## src/rtl/logic_decode_stage.sv

```systemverilog
// logic_decode_stage: MIPS logic-op decode into a 2-entry skid FIFO; LOGIC_DECODE_STATS_EN adds a delivered-logic-op counter
module logic_decode_stage (
  input  logic        clk,
  input  logic        rst_n,
  input  logic        in_valid,
  output logic        in_ready,
  input  logic [5:0]  opcode,
  input  logic [5:0]  funct,
  input  logic        flush,
  output logic        out_valid,
  input  logic        out_ready,
  output logic [3:0]  func,
  output logic        logic_en,
  output logic        imm_sel,
  output logic [15:0] stat_count
);
  logic [5:0] dec, head;
  logic [5:0] mem_q [2];
  logic [5:0] mem_d [2];
  logic       wr_q, wr_d, rd_q, rd_d, acc, dlv;
  logic [1:0] cnt_q, cnt_d;
  logic       r_and, r_or, r_xor, r_nor, i_and, i_or, i_xor;
  assign r_and = opcode == 6'h00 && funct == 6'h24;
  assign r_or  = opcode == 6'h00 && funct == 6'h25;
  assign r_xor = opcode == 6'h00 && funct == 6'h26;
  assign r_nor = opcode == 6'h00 && funct == 6'h27;
  assign i_and = opcode == 6'h0C;
  assign i_or  = opcode == 6'h0D;
  assign i_xor = opcode == 6'h0E;
  // decode at the input into the stored form {func, logic_en, imm_sel}
  always_comb
    dec = (r_and || i_and) ? {4'b1000, 1'b1, i_and} :
          (r_or  || i_or)  ? {4'b1110, 1'b1, i_or}  :
          (r_xor || i_xor) ? {4'b0110, 1'b1, i_xor} :
          r_nor            ? {4'b0000, 1'b1, 1'b0}  : {4'b0010, 1'b0, 1'b0};
  assign head      = mem_q[rd_q];
  assign out_valid = cnt_q != 2'd0;
  assign in_ready  = !cnt_q[1];
  assign acc       = in_valid && in_ready;
  assign dlv       = out_valid && out_ready;
  assign func      = out_valid ? head[5:2] : 4'b0010;
  assign logic_en  = out_valid && head[1];
  assign imm_sel   = out_valid && head[0];
  // FIFO next state; flush wins over any same-cycle accept or deliver
  always_comb begin
    wr_d  = flush ? 1'b0 : wr_q ^ acc;
    rd_d  = flush ? 1'b0 : rd_q ^ dlv;
    cnt_d = flush ? 2'd0 : cnt_q + {1'b0, acc} - {1'b0, dlv};
    mem_d = mem_q;
    if (acc && !flush) mem_d[wr_q] = dec;
  end
  // FIFO state registers
  always_ff @(posedge clk or negedge rst_n)
    if (!rst_n) begin
      wr_q  <= 1'b0;
      rd_q  <= 1'b0;
      cnt_q <= 2'd0;
      mem_q <= '{default: '0};
    end else begin
      wr_q  <= wr_d;
      rd_q  <= rd_d;
      cnt_q <= cnt_d;
      mem_q <= mem_d;
    end
`ifdef LOGIC_DECODE_STATS_EN
  logic [15:0] stat_q, stat_d;
  // count delivered logic ops, saturating
  always_comb stat_d = (dlv && !flush && head[1] && stat_q != 16'hFFFF) ? stat_q + 16'd1 : stat_q;
  // counter register
  always_ff @(posedge clk or negedge rst_n)
    if (!rst_n) stat_q <= 16'h0000;
    else stat_q <= stat_d;
  assign stat_count = stat_q;
`else
  assign stat_count = 16'h0000;
`endif
endmodule

```

## config.mk

```make
export PLATFORM = sky130hd
export DESIGN_NAME = logic_decode_stage
export DESIGN_NICKNAME = d
export VERILOG_FILES = /design/src/rtl/logic_decode_stage.sv
export SDC_FILE = /design/constraint.sdc
export NUM_CORES = 1
export LEC_CHECK = 0
export BUFFER_PORTS_ARGS = -buffer_cell sky130_fd_sc_hd__buf_2
export CORE_AREA = 2 2 59 44
export DETAILED_ROUTE_END_ITERATION = 16
export DIE_AREA = 0 0 61 46
export MAX_ROUTING_LAYER = met4
export PLACE_DENSITY = 0.74
export SLEW_MARGIN = 10
export SYNTH_ARGS = -nofsm -noshare
export SYNTH_HDL_FRONTEND = slang
export SYNTH_SLANG_ARGS = --single-unit
```

## constraint.sdc

```tcl
create_clock -name clk -period 1.85 [get_ports clk]
set_input_delay 0.555 -clock clk [delete_from_list [all_inputs] [get_ports clk]]
set_output_delay 0.555 -clock clk [all_outputs]
set_load 0.1 [all_outputs]
```

Word level (Yosys, flattened, before mapping)
Cells that the tools add are included.
Widths: inputs -> output; s select.
{ "totals": {"reg_bits": 16, "in_bits": 17, "elab_cells": 52} }
{ "classes": {"n_addsub": 2, "order_cmp": 3, "eq_ne": 7, "mux": 14, "n_bitwise": 4, "n_reduce_logical": 17} }
{ "ops": {"columns": ["operator", "count"], "rows": [
  ["$mux 6", 6],
  ["$eq 6x6->1 const B", 4],
  ["$eq 6x4->1 const B", 3],
  ["$bwmux 12", 1],
  ["$logic_and 1x1->1", 10],
  ["$mux 4", 2],
  ["$demux 6 s1", 1],
  ["$logic_not 6->1", 1],
  ["$mux 5", 1],
  ["$ge 2x2->1 const B", 2],
  ["$not 1->2", 2],
  ["$logic_or 1x1->1", 3],
  ["$add 2x1->2", 1],
  ["$logic_not 1->1", 2],
  ["$lt 2x1->1 const B", 1],
  ["$mux 1", 2],
  ["$mux 2", 1],
  ["$reduce_bool 2->1", 1],
  ["$sub 2x1->2", 1],
  ["$xor 1x1->1", 2]
]} }

Longest topological paths before layout
{ "depth": {"word_depth": 7, "mapped_depth": 8} }

Least setup slack after synthesis
OpenSTA, ideal clock, no wires.
{ "synth_timing": {"path_kind": "reg2out", "from": "register rd_q", "to": "output func[2]", "arrival_ps": 1968, "required_time_ps": 1295, "path_slack_ps": -673, "path_stages_with_launch": 4, "n_path_buf": 1, "path_cell_list": "dfrtp_1 clkbuf_1 mux2i_1 nor2_1"} }
{ "synth_between": {"elab_chain_len": 5} }
{ "synth_lines": {"columns": ["element", "line", "source"], "rows": [
  ["start: declaration", "20", "logic wr_q, wr_d, rd_q, rd_d, acc, dlv;"],
  ["start signal: assignment", "61", "rd_q <= rd_d;"],
  ["$not 1->2 (not written as such)", "36", "assign head = mem_q[rd_q];"],
  ["$mux 6 (not written as such) (3 in a row)", "36", null],
  ["$mux 4", "41", "assign func = out_valid ? head[5:2] : 4'b0010;"],
  ["end: declaration", "12", "output logic [3:0] func,"]
]} }
Every way passes these cells. The select of a mux whose other input is x is not followed.

Final worst setup path
{ "layout_timing": {"from": "register rd_q", "to": "output logic_en"} }
{ "layout_between": {"elab_chain_len": 5} }
{ "layout_lines": {"columns": ["element", "line", "source"], "rows": [
  ["$not 1->2 (not written as such)", "36", null],
  ["$mux 6 (not written as such) (3 in a row)", "36", null],
  ["$logic_and 1x1->1", "42", "assign logic_en = out_valid && head[1];"],
  ["end: declaration", "13", "output logic logic_en,"]
]} }
Every way passes these cells. The select of a mux whose other input is x is not followed.

==> load_flow_metrics.sql <==
INSERT INTO impl_metrics (metric_group, metric, value, unit) VALUES
('placement', 'placed_instance_area', '0.00125', 'mm²'),
('synth', 'synth_sequential_area_ratio', '0.364', ''),
('power_and_ir_drop', 'total_switching_power', '1370', 'µW'),
('final_layout', 'fillerInstances', '188', ''),
('clock_tree', 'clock-sinks', '14', ''),
('drt', 'antenna_violating_nets_post_route', '0', ''),
('run', 'maxCapViolCount', '0', ''),
('clock_tree', 'path_clk_slew', '0.09', 'ns'),
('critical_path', 'cp-end-kind', 'output pin', ''),
('timing', 'rsz0062_at_grt', 'true', ''),
('synth', 'ys_types', '28', ''),
('timing', 'timing.final.ws_setup', '-0.0410', 'ns'),
('clock_tree', 'hold_fix_buffers_cts', '0', ''),
('clock_tree', 'cts_buffer_depth', '2', ''),
('floorplanning', 'rows', '15', ''),
('synth', 'count_of_state_elements_after_synthesis', '14', ''),
('global_route', 'grt_pass1_vias', '725', ''),
('global_route', 'grt_max_degree', '15', ''),
('timing', 'setup_tns', '-0.167', 'ns'),
('timing', 'achievable_clock_frequency', '0.529', 'GHz'),
('placement', 'dpl.hpwl', '1.61', 'mm'),
('power_and_ir_drop', 'seqPwrFrac', '0.210', ''),
('drt', 'wl_per_cell', '11.4', 'µm'),
('power_and_ir_drop', 'p_total', '2620', 'µW'),
('final_layout', 'final_core_utilization', '0.593', ''),
('placement', 'placed_cells', '168', ''),
('synth', 'postSynth.topFlopCell', 'sky130_fd_sc_hd__dfrtp_1', ''),
('synth', 'synth_async_sr_flop_share', '1.00', ''),
('power_and_ir_drop', 'internal-power', '1250', 'µW'),
('final_layout', 'post_layout_nonfiller_instances', '179', ''),
('global_route', 'overflow', '0', ''),
('final_layout', 'finish.instance_area', '0.00137', 'mm²'),
('placement', 'gp_weighted_congestion', '0.758', ''),
('floorplanning', 'top_level_ports', '41', ''),
('outcome', 'failed_checks', 'negative setup slack', ''),
('timing', 'setup_violations', '5', ''),
('clock_tree', 'insertion_delay', '0.28', 'ns'),
('synth', 'synth_edf_count', '0', ''),
('power_and_ir_drop', 'power_per_cell_area', '1910', 'mW/mm²'),
('global_route', 'groute.usage.overall', '0.159', ''),
('final_layout', 'fraction_of_layout_cells_with_a_size_suffix_above_1', '0.414', ''),
('critical_path', 'ff2ff_setup_slack', '0.05', 'ns'),
('critical_path', 'critical_path.max_fanout', '3', ''),
('critical_path', 'cp_data_arrival_time', '1.34', 'ns'),
('floorplanning', 'floorplan.initialDensity', '0.417', ''),
('final_layout', 'synthToLayoutAreaGrowth', '42.3', '%'),
('synth', 'mean_instance_size_in_the_synthesized_netlist', '9.34', 'µm²'),
('floorplanning', 'die_w', '61', 'µm'),
('power_and_ir_drop', 'share_clk_of_total_power', '0.084', ''),
('drt', 'via_per_inst', '4.56', ''),
('drt', 'drt_wl_total', '2.03', 'mm'),
('drt', 'drt_pre_antenna_iters', '4', ''),
('power_and_ir_drop', 'power_frac_comb', '0.706', ''),
('global_route', 'wire_length_of_the_first_global_routing_pass', '3.15', 'mm'),
('placement', 'io_buffer_count', '23', ''),
('floorplanning', 'die_height', '46', 'µm'),
('power_and_ir_drop', 'leakage', '0.000631', 'µW'),
('timing', 'worst_clock_skew', '0.0118', 'ns'),
('floorplanning', 'core_area', '0.00231', 'mm²'),
('power_and_ir_drop', 'power.share.switching', '0.522', ''),
('critical_path', 'timing_worst_setup_path_type', 'reg -> out', ''),
('outcome', 'outcome', 'finished with violations', ''),
('critical_path', 'worstPathRequired', '1.29', 'ns'),
('clock_tree', 'cts_tree', 'done', ''),
('min_path', 'worst_hold_path_type', 'in -> async', ''),
('floorplanning', 'design.die.area', '0.00281', 'mm²'),
('timing', 'drv_slew', '0', ''),
('drt', 'detailedRoute.firstIterationViolations', '13', ''),
('power_and_ir_drop', 'ir_worst_vdd', '0.560', 'mV'),
('final_layout', 'design.final.nets', '165', ''),
('synth', 'ys_warn_count', '0', ''),
('clock_tree', 'ctsRootBufferMaster', 'sky130_fd_sc_hd__clkbuf_4', ''),
('synth', 'netlist_area', '962', 'µm²'),
('critical_path', 'start_kind', 'flip-flop', ''),
('timing', 'final.period_utilization', '1.02', ''),
('global_route', 'antenna_found_initial', '0', ''),
('clock_tree', 'htreeDepth', '1', ''),
('synth', 'synthesis.instances', '103', ''),
('final_layout', 'diodes', '0', ''),
('drt', 'routed-via-count', '816', ''),
('timing', 'final-hold-violation-count', '0', ''),
('timing', 'finalWorstPathRequiredPeriod', '1.89', 'ns'),
('clock_tree', 'tritoncts.num_buffers', '3', ''),
('drt', 'remaining_drc_errors', '0', '');
Yosys cell counts (2+ instances only):
master	instances	area, µm²
sky130_fd_sc_hd__a31oi_1	6	37.5
sky130_fd_sc_hd__buf_4	17	128
sky130_fd_sc_hd__dfrtp_1	14	350
sky130_fd_sc_hd__ha_1	2	25.0
sky130_fd_sc_hd__inv_1	5	18.8
sky130_fd_sc_hd__mux2i_1	5	50.1
sky130_fd_sc_hd__nand2_1	8	30.0
sky130_fd_sc_hd__nor2_1	15	56.3
sky130_fd_sc_hd__nor2b_1	2	12.5
sky130_fd_sc_hd__nor4_1	2	12.5
sky130_fd_sc_hd__nor4bb_1	2	20.0
sky130_fd_sc_hd__o21ai_0	3	15.0
sky130_fd_sc_hd__o31ai_1	2	15.0
sky130_fd_sc_hd__or4_4	2	22.5
sky130_fd_sc_hd__xnor2_1	3	26.3
sky130_fd_sc_hd__xor2_1	3	26.3
what timing repair did:
action | 4_1_cts | 5_1_grt
buffers inserted | 3 | 4
gates resized for setup | 4 | 2
endpoints found under the setup margin | 6 | 7
final cells by class:
cell class	count	area, µm²	share of cell area
clock buffers	4	36.3	0.0265
well taps	34	42.5	0.0311
multi-input cells	82	559	0.409
flip-flops and latches	14	353	0.258
repair buffers	40	355	0.260
inverters	5	22.5	0.0165
worst paths after layout:
kind / from / endpoint / depth (start not counted)
max: rd_q / logic_en / 4
min: rst_n / mem_q[6] / 1
max reg2reg: cnt_q[1] / mem_q[9] / 4
min reg2reg: mem_q[0] / mem_q[0] / 2
max in group asynchronous: rst_n / rd_q / 1
min in group clk: mem_q[0] / mem_q[0] / 2
per-stage QoR:
step	hold slack, ns	setup slack, ns
floorplan	0.259	-0.225
global placement	0.459	-0.0857
CTS	0.155	-0.0413
finish	0.148	-0.0410
detailed placement	0.465	-0.123
global route	0.175	-0.0835
power groups by stage:
stage / Sequential [µW] / Clock, µW / Combinational (µW)
global placement: 549 / 0 / 1650
floorplan: 513 / 0 / 1250
CTS: 553 / 222 / 1780
finish: 549 / 220 / 1850
detailed placement: 564 / 0 / 1680
global route: 567 / 234 / 1930
logic make-up (layout without fill, tap and decap cells):
logic type | after synthesis | after routing | share of synthesized area
adders and majority gates | 2 | 2 | 0.0260
muxes | 5 | 5 | 0.0520
AOI/OAI and AO/OA | 11 | 11 | 0.0702
buffers and inverters | 23 | 49 | 0.156
xor gates and xnor gates | 6 | 6 | 0.0546
DFF | 14 | 14 | 0.364
other | 1 | 17 | 0.00390
and+or+nand+nor | 41 | 41 | 0.273
state kept, by name, summed over array words and instances, names as in the netlist:
| name | flops |
|---|---|
| wr_q | 1 |
| cnt_q | 2 |
| mem_q | 10 |
| rd_q | 1 |
cell usage in the layout, fill, tap and decap left out, drive strengths merged:
cell / n
a31oi: 6
and2: 1
buf: 40
clkbuf: 4
clkinvlp: 1
conb: 17
dfrtp: 14
ha: 2
inv: 4
mux2i: 5
nand2: 8
nand2b: 1
nand3b: 1
nand4bb: 2
nor2: 15
nor2b: 2
nor4: 2
nor4b: 1
nor4bb: 2
o21ai: 3
o31ai: 2
or2: 1
or4: 2
or4b: 2
or4bb: 1
xnor2: 3
xor2: 3
worst max-delay path, cell delays in order, from the launching register on:
cell	delay, ns
sky130_fd_sc_hd__dfrtp_2	0.47
sky130_fd_sc_hd__buf_12	0.14
sky130_fd_sc_hd__mux2i_1	0.12
sky130_fd_sc_hd__nor2_2	0.13
sky130_fd_sc_hd__buf_12	0.19
per-layer routing:
layer  part of all wire  track usage  up-vias
li1                   -            -      407
met1               0.44        0.190      376
met2               0.50        0.275       31
met3              0.047       0.0256        2
met4             0.0093       0.0522        0
met5                  0            -        -
No activity file was read; power rests on OpenSTA's default activity.
